===== config.mk =====
export PLATFORM = sky130hd
export DESIGN_NAME = seq_detect_moore_param
export DESIGN_NICKNAME = d
export VERILOG_FILES = /design/src/rtl/seq_detect_moore_param.sv
export SDC_FILE = /design/constraint.sdc
export NUM_CORES = 1
export LEC_CHECK = 0
export ABC_AREA = 1
export BUFFER_PORTS_ARGS = -buffer_cell sky130_fd_sc_hd__buf_2
export CAP_MARGIN = 20
export CORE_MARGIN = 3
export CORE_UTILIZATION = 54
export CTS_BUF_LIST = sky130_fd_sc_hd__clkbuf_4 sky130_fd_sc_hd__clkbuf_8
export DETAILED_ROUTE_END_ITERATION = 10
export GPL_TIMING_DRIVEN = 0
export PLACE_DENSITY = 0.8
export SYNTH_ARGS = -nofsm -noshare
export SYNTH_HDL_FRONTEND = slang
export SYNTH_SLANG_ARGS = --single-unit

===== constraint.sdc =====
create_clock -name clk -period 1.76 [get_ports clk]
set_clock_uncertainty 0.2 [all_clocks]
set_input_delay 0.352 -clock clk [delete_from_list [all_inputs] [get_ports clk]]
set_output_delay 0.352 -clock clk [all_outputs]
set_load 0.02 [all_outputs]

===== src/rtl/seq_detect_moore_param.sv =====
// Parametrised Moore serial sequence detector with run-time overlap control
// and a saturating, clearable match counter.
//
// state | meaning
// S0    | no pattern prefix matched
// Sk    | the last k accepted bits equal PATTERN's first k bits (k maximal)
// S_N   | full match (k = PAT_LEN), Y = 1
module seq_detect_moore_param #(
    parameter int                 PAT_LEN = 4,
    parameter logic [PAT_LEN-1:0] PATTERN = 4'b1101,
    parameter int                 CNT_W   = 8
) (
    input  logic                         clk,
    input  logic                         rst,
    input  logic                         en,
    input  logic                         X,
    input  logic                         overlap,
    input  logic                         clr_cnt,
    output logic                         Y,
    output logic [$clog2(PAT_LEN+1)-1:0] state,
    output logic [CNT_W-1:0]             match_cnt
);

    localparam int               SW       = $clog2(PAT_LEN + 1);
    localparam int               NS       = 2 ** SW;
    localparam logic [SW-1:0]    FULL     = SW'(PAT_LEN);
    localparam logic [CNT_W-1:0] CNT_MAX  = '1;

    logic [SW-1:0]    state_q, state_d;
    logic [CNT_W-1:0] match_cnt_q, match_cnt_d;
    logic [SW-1:0]    nxt0 [NS];
    logic [SW-1:0]    nxt1 [NS];

    // The history behind Sk is exactly PATTERN's first k bits, so the next
    // state is the longest border of (prefix_k, x) that is also a prefix.
    function automatic logic [SW-1:0] calc_next(input int k, input logic x);
        logic [SW-1:0]      best;
        logic               ok;
        logic               sb;
        logic [PAT_LEN-1:0] sh_s;
        logic [PAT_LEN-1:0] sh_p;
        int                 pos;
        best = '0;
        for (int j = 1; j <= PAT_LEN; j++) begin
            if (j <= k + 1) begin
                ok = 1'b1;
                for (int i = 0; i < j; i++) begin
                    pos  = k + 1 - j + i;
                    sh_s = PATTERN >> ((pos < k) ? (PAT_LEN - 1 - pos) : 0);
                    sb   = (pos < k) ? sh_s[0] : x;
                    sh_p = PATTERN >> (PAT_LEN - 1 - i);
                    if (sb != sh_p[0]) begin
                        ok = 1'b0;
                    end
                end
                if (ok) begin
                    best = SW'(j);
                end
            end
        end
        return best;
    endfunction

    always_comb begin
        for (int k = 0; k < NS; k++) begin
            nxt0[k] = (k <= PAT_LEN) ? calc_next(k, 1'b0) : '0;
            nxt1[k] = (k <= PAT_LEN) ? calc_next(k, 1'b1) : '0;
        end
    end

    always_comb begin
        state_d     = state_q;
        match_cnt_d = match_cnt_q;
        if (en) begin
            if (state_q == FULL && !overlap) begin
                state_d = X ? nxt1[0] : nxt0[0];
            end else begin
                state_d = X ? nxt1[state_q] : nxt0[state_q];
            end
            if (state_d == FULL && match_cnt_q != CNT_MAX) begin
                match_cnt_d = match_cnt_q + CNT_W'(1);
            end
        end
        if (clr_cnt) begin
            match_cnt_d = '0;
        end
    end

    always_ff @(posedge clk) begin
        if (rst) begin
            state_q     <= '0;
            match_cnt_q <= '0;
        end else begin
            state_q     <= state_d;
            match_cnt_q <= match_cnt_d;
        end
    end

    assign state     = state_q;
    assign Y         = (state_q == FULL);
    assign match_cnt = match_cnt_q;

endmodule


=== Word-level counts from Yosys, hierarchy flattened ===
Memories as Yosys holds them, arrays and structs flattened.
Cells that the tools add are included.

* Register bits: 11
* Memory bits (read-only): 48
* Input port bits: 6
* Output and inout bits: 12
* Memories kept: 2

{| class="wikitable"
|+ Memory list
! name !! words !! bits a word !! read ports !! clocked after Yosys merged registers in !! write ports !! line !! source
|-
| (no name shown) || 8 || 3 || 1 || 0 || 0 || 78 || <nowiki>state_d = X ? nxt1[state_q] : nxt0[state_q];</nowiki>
|-
| (no name shown) || 8 || 3 || 1 || 0 || 0 || 78 ||
|}

* Add/sub/neg operators: 1
* Magnitude comparators: 1
* Equal/unequal tests: 3
* Multiplexer cells: 8
* Bitwise gates (word level): 1
* Reduce and logical (&&, ||, !) cells: 5

{| class="wikitable"
|+ Operators with widths
! cell !! count
|-
| $mux W3 || 7
|-
| $add A8 B1 Y8 const B || 1
|-
| $ne A8 B8 Y1 const B || 1
|-
| $eq A3 B3 Y1 const B || 2
|-
| $ge A4 B4 Y1 const B || 1
|-
| $not A3 Y4 || 1
|-
| $logic_and A1 B1 Y1 || 2
|-
| $reduce_and A2 Y1 || 1
|-
| $reduce_or A2 Y1 || 1
|-
| $logic_not A1 Y1 || 1
|-
| $mux W1 || 1
|}

=== Depth between registers and ports, before layout ===
* Depth after elaboration: 10
* Depth in mapped cells: 10
* Gate-level depth less buffers: 10

=== Least setup slack after synthesis ===
OpenSTA, ideal clock, no wires.

* Path type: flip-flop to flip-flop
* Start: reg state_q[0], in the netlist state[0]
* End: reg match_cnt_q[2], in the netlist match_cnt[2]
* Library setup time: 0.123 ns
* Arrival time: 1.416 ns
* Slack: 0.021 ns
* Cell stages (with the launch flop): 11
* Cell sequence: dfxtp_1 -> inv_1 -> ha_1 -> nand2_1 -> inv_1 -> nand2_1 -> nand3_2 -> nor2_4 -> nand2_4 -> nand2_1 -> a21oi_1

* Longest elaborated chain between the ends: 10
* Elaborated cells on any way between the ends: 15

{| class="wikitable"
|+ RTL lines
! item !! line !! source
|-
| start, declared || 29 || <nowiki>logic [SW-1:0] state_q, state_d;</nowiki>
|-
| start signal, assigned || 94 || <nowiki>state_q <= state_d;</nowiki>
|-
| $not A3 Y4 (implied by the code) || 78 ||
|-
| $mem_v2 Z8 W3 || -- ||
|-
| $mux W3 (implied by the code) (2 in series) || 78 ||
|-
| $mux W3 || 78 ||
|-
| $mux W3 (*) || 75 || <nowiki>if (state_q == FULL && !overlap) begin</nowiki>
|-
| $mux W3 (*) || 74 || <nowiki>if (en) begin</nowiki>
|-
| $eq A3 B3 Y1 (*) || 80 || <nowiki>if (state_d == FULL && match_cnt_q != CNT_MAX) begin</nowiki>
|-
| $logic_and A1 B1 Y1 (*) || 80 ||
|-
| $reduce_and A2 Y1 (no line) (*) || -- ||
|-
| end signal, assigned || 95 || <nowiki>match_cnt_q <= match_cnt_d;</nowiki>
|-
| end, declared || 30 || <nowiki>logic [CNT_W-1:0] match_cnt_q, match_cnt_d;</nowiki>
|}

Every way passes the cells marked *; elsewhere a longest branch is shown, timed or not. The select of a mux whose other input is x is not followed.
A chain may end at the register's enable or synchronous reset.

=== Worst setup path after layout ===
* Start: reg state_q[0], in the netlist state[0]
* End: out Y

* Longest elaborated chain between the ends: 1

{| class="wikitable"
|+ RTL lines
! item !! line !! source
|-
| $eq A3 B3 Y1 || 100 || <nowiki>assign Y = (state_q == FULL);</nowiki>
|-
| end, declared || 19 || <nowiki>output logic Y,</nowiki>
|}

No other way between the ends.

==> summary.md <==
| Metric | Value |
|---|---|
| Flop pwr share | `49.1%` |
| Int Power | `366.7 uW` |
| Slew Limit Fails | `0` |
| Avg Vias per Cell | `5.359` |
| TritonCTS Buffers | `3` |
| Worst EP arrival | `1.13 ns` |
| Avg Synthesized Cell Area | `7.070 um2` |
| Min Tclk post-route | `1.677 ns` |
| WL met1 | `between 700 and 800 um` |
| CTS tree | `built` |
| Total power | `522.4 uW` |
| CP max stage cell | `dfxtp_2` |
| Multi-input logic area | `504.2 um2` |
| Vias in the first global route | `about 600` |
| Net Count, Synth | `~120` |
| Mapped Area | `around 750 um2` |
| Routability cong. | `0.7618` |
| DR WL met2 | `a little under 800 um` |
| Max-slew headroom | `80.60%` |
| # clock sinks | `11` |
| Final worst slack | `~0.083 ns` |
| Synth Flop Type | `dfxtp_1` |
| Remaining antenna violation count after routing | `0` |
| Largest net degree at the start of global routing | `11` |
| Distinct cell type count after synthesis | `19` |
| P per Cell Area | `between 500 and 600 nW/um2` |
| Max Clk Rate | `0.5962 GHz` |
| Crit path from | `state[0]` |
| Hold path depth | `2` |
| Pre-CTS setup slack | `-0.03374 ns` |
| Largest fanout on the critical path | `4` |
| Core ar. | `1201 um2` |
| Critical path destination | `Y` |
| Number of port buffers | `17` |
| Routed WL per cell | `11.50 um` |
| Root Driver | `clkbuf_4` |
| Min-delay worst type | `primary input to flip-flop` |
| Die height | `43.26 um` |
| Worst Reg-to-Reg Cells | `9` |
| EDFF count, synth | `0` |
| Yosys Warn Count | `0` |
| Die Width | `~43 um` |
| Sw Share | `29.81%` |
| Mapped Cells | `106` |
| Max-cap check violation count | `0` |
| Reg-to-reg startpoint | `state[0]` |
| Synth cell count leaders | `nand2_1, inv_1, nand3_1, dfxtp_1, a21oi_1` |
| Combinational power share | `15.9%` |
| Routed WL | `1667 um` |
| TNS Setup | `0 ns` |
| Clock latency on the worst-skew pair | `0.28 ns` |
| Clock-pin transition on the worst setup and hold timing paths | `about 0.080 ns` |
| Maximum clock path buffer count | `2` |
| Worst slew pin tran | `0.2906 ns` |
| Sequential area share after synthesis | `between 20% and 30%` |
| Final setup viols | `0` |
| Synth top area share | `29.38%` |
| Leak | `0.4383 nW` |
| Max layer used | `met4` |
| Worst Path Required | `1.21 ns` |
| Fill cells | `97` |
| DP HPWL | `1140 um` |
| Final routed DRC violation total | `0` |
| H-tree depth | `1` |
| Clock power frac | `between 30% and 40%` |
| P_sw | `155.7 uW` |
| Total track usage | `about 18%` |
| Starting Density | `62.40%` |
| Die area | `1871 um2` |
| Maximum VDD drop | `~0.00038 V` |
| Most instantiated library cell after synthesis | `nand2_1` |
| Critical Setup Path Class | `flip-flop to output port` |
| GRT overflow | `0` |
| WL met3 | `108 um` |
| N_diodes | `0` |
| Post-route clock period utilization | `a little over nine tenths` |
| Critical path cell sequence | `inv_2, ha_2, nand2_1, inv_1, buf_4` |
| Iteration-0 DRC Markers | `19` |
| Reg area | `227.7 um2` |
| Area delta synth->final | `25.88%` |
| FF-to-FF setup slack | `0.10 ns` |
| Area leader, netlist | `dfxtp_1` |
| Antenna violations before repair | `0` |
| Row count | `12` |
| Status | `completed` |
| First-pass DRT Iterations | `5` |
| Asr flop ratio synth | `0%` |
| Crit. End Element | `output port` |
| R2r endpoint | `match_cnt[7]` |
| Nets | `143` |
| Ports | `18` |
| Final hold viol count | `0` |
| CP peak stage delay | `0.33 ns` |
| Startpoint Class | `flip-flop` |
| Synth Register Bits | `11` |
| Layout cells sized above 1 | `35.11%` |
| Synth top area cells | `dfxtp_1, nand2_1, ha_1` |
| Via Count | `777` |
| Global-route wire length before repair | `approximately 2500 um` |
metrics by stage:
| stage | cell area (um2) | instances | utilization [%] | hold WS, ns |
|---|---|---|---|---|
| after floorplan | 749.5 | 106 | - | 0.2244 |
| after global placement | 852.1 | 137 | 70.94 | 0.2929 |
| after detailed placement | 852.1 | 137 | 70.94 | 0.3046 |
| after CTS | 882.1 | 141 | 73.44 | 0.05973 |
| after global routing | 943.4 | 145 | 78.54 | 0.07303 |
| final | 943.4 | 145 | 78.54 | 0.06713 |
sequential cells by signal (all words and copies together), names as in the netlist:
signal	cells
state	3
match_cnt	8
kinds of logic after synthesis:
family / after synthesis / share of synthesized area [%]
simple gates: 59 / 42.24
xor+xnor: 3 / 3.506
fa+ha+maj: 5 / 8.347
buf+inv: 15 / 7.512
flops: 11 / 29.38
compound gates: 13 / 9.016
worst max-delay path: cells and delay by family, from the launching register on:
kind	cells	cell delay [ns]
buffers and inverters	3	0.27
adders and majority gates	1	0.18
and+or+nand+nor	1	0.06
DFF	1	0.33
layer usage:
layer	global-route usage, %	vias up
met5	0	-
met4	5.422	0
met2	28.32	25
li1	-	393
met1	21.77	355
met3	6.356	4
worst min-delay path by stage:
stage | endpoint | slack, ns | from
after CTS | state[1] | 0.06 | rst
after global routing | state[2] | 0.07 | rst
final | state[1] | 0.07 | rst
after global placement | match_cnt[1] | 0.29 | match_cnt[1]
after detailed placement | match_cnt[3] | 0.30 | match_cnt[3]
after floorplan | state[2] | 0.22 | rst
final cells by class:
cell class              instances  share of cell area [%]
clock buffers                   3                   2.387
clock inverters                 1                  0.5305
inverters                      15                   5.968
multi-input cells              81                   53.45
flip-flops and latches         11                   24.14
well taps                      14                   1.857
repair buffers                 20                   11.67
timing repair:
| action | 4_1_cts | 5_1_grt |
|---|---|---|
| gates cloned | 0 | 1 |
| buffers inserted | 0 | 3 |
| resized for setup | 2 | 11 |
| hold buffers | 0 | 0 |
| endpoints found under the setup margin | 9 | 9 |
| pin swaps | 0 | 4 |
power groups by stage:
stage               Clock (mW)  Sequential [mW]  Combinational [mW]
global placement             0            0.262              0.0696
finish                   0.183            0.256              0.0832
floorplan                    0            0.266              0.0450
detailed placement           0            0.262              0.0714
CTS                      0.189            0.257              0.0718
global route             0.197            0.257              0.0923
placed cells by master (no fill, tap or decap), drive strengths merged:
cell type | netlist | layout
clkinv | 0 | 1
nand3b | 1 | 1
inv | 15 | 15
dfxtp | 11 | 11
buf | 0 | 20
or2 | 1 | 1
nand3 | 14 | 14
nand2 | 32 | 32
xor2 | 3 | 3
a21oi | 10 | 10
a211oi | 1 | 1
nor3 | 1 | 1
ha | 5 | 5
nor2 | 10 | 11
o21ai | 2 | 2
clkbuf | 0 | 3
(Power assumes the default switching activity.)
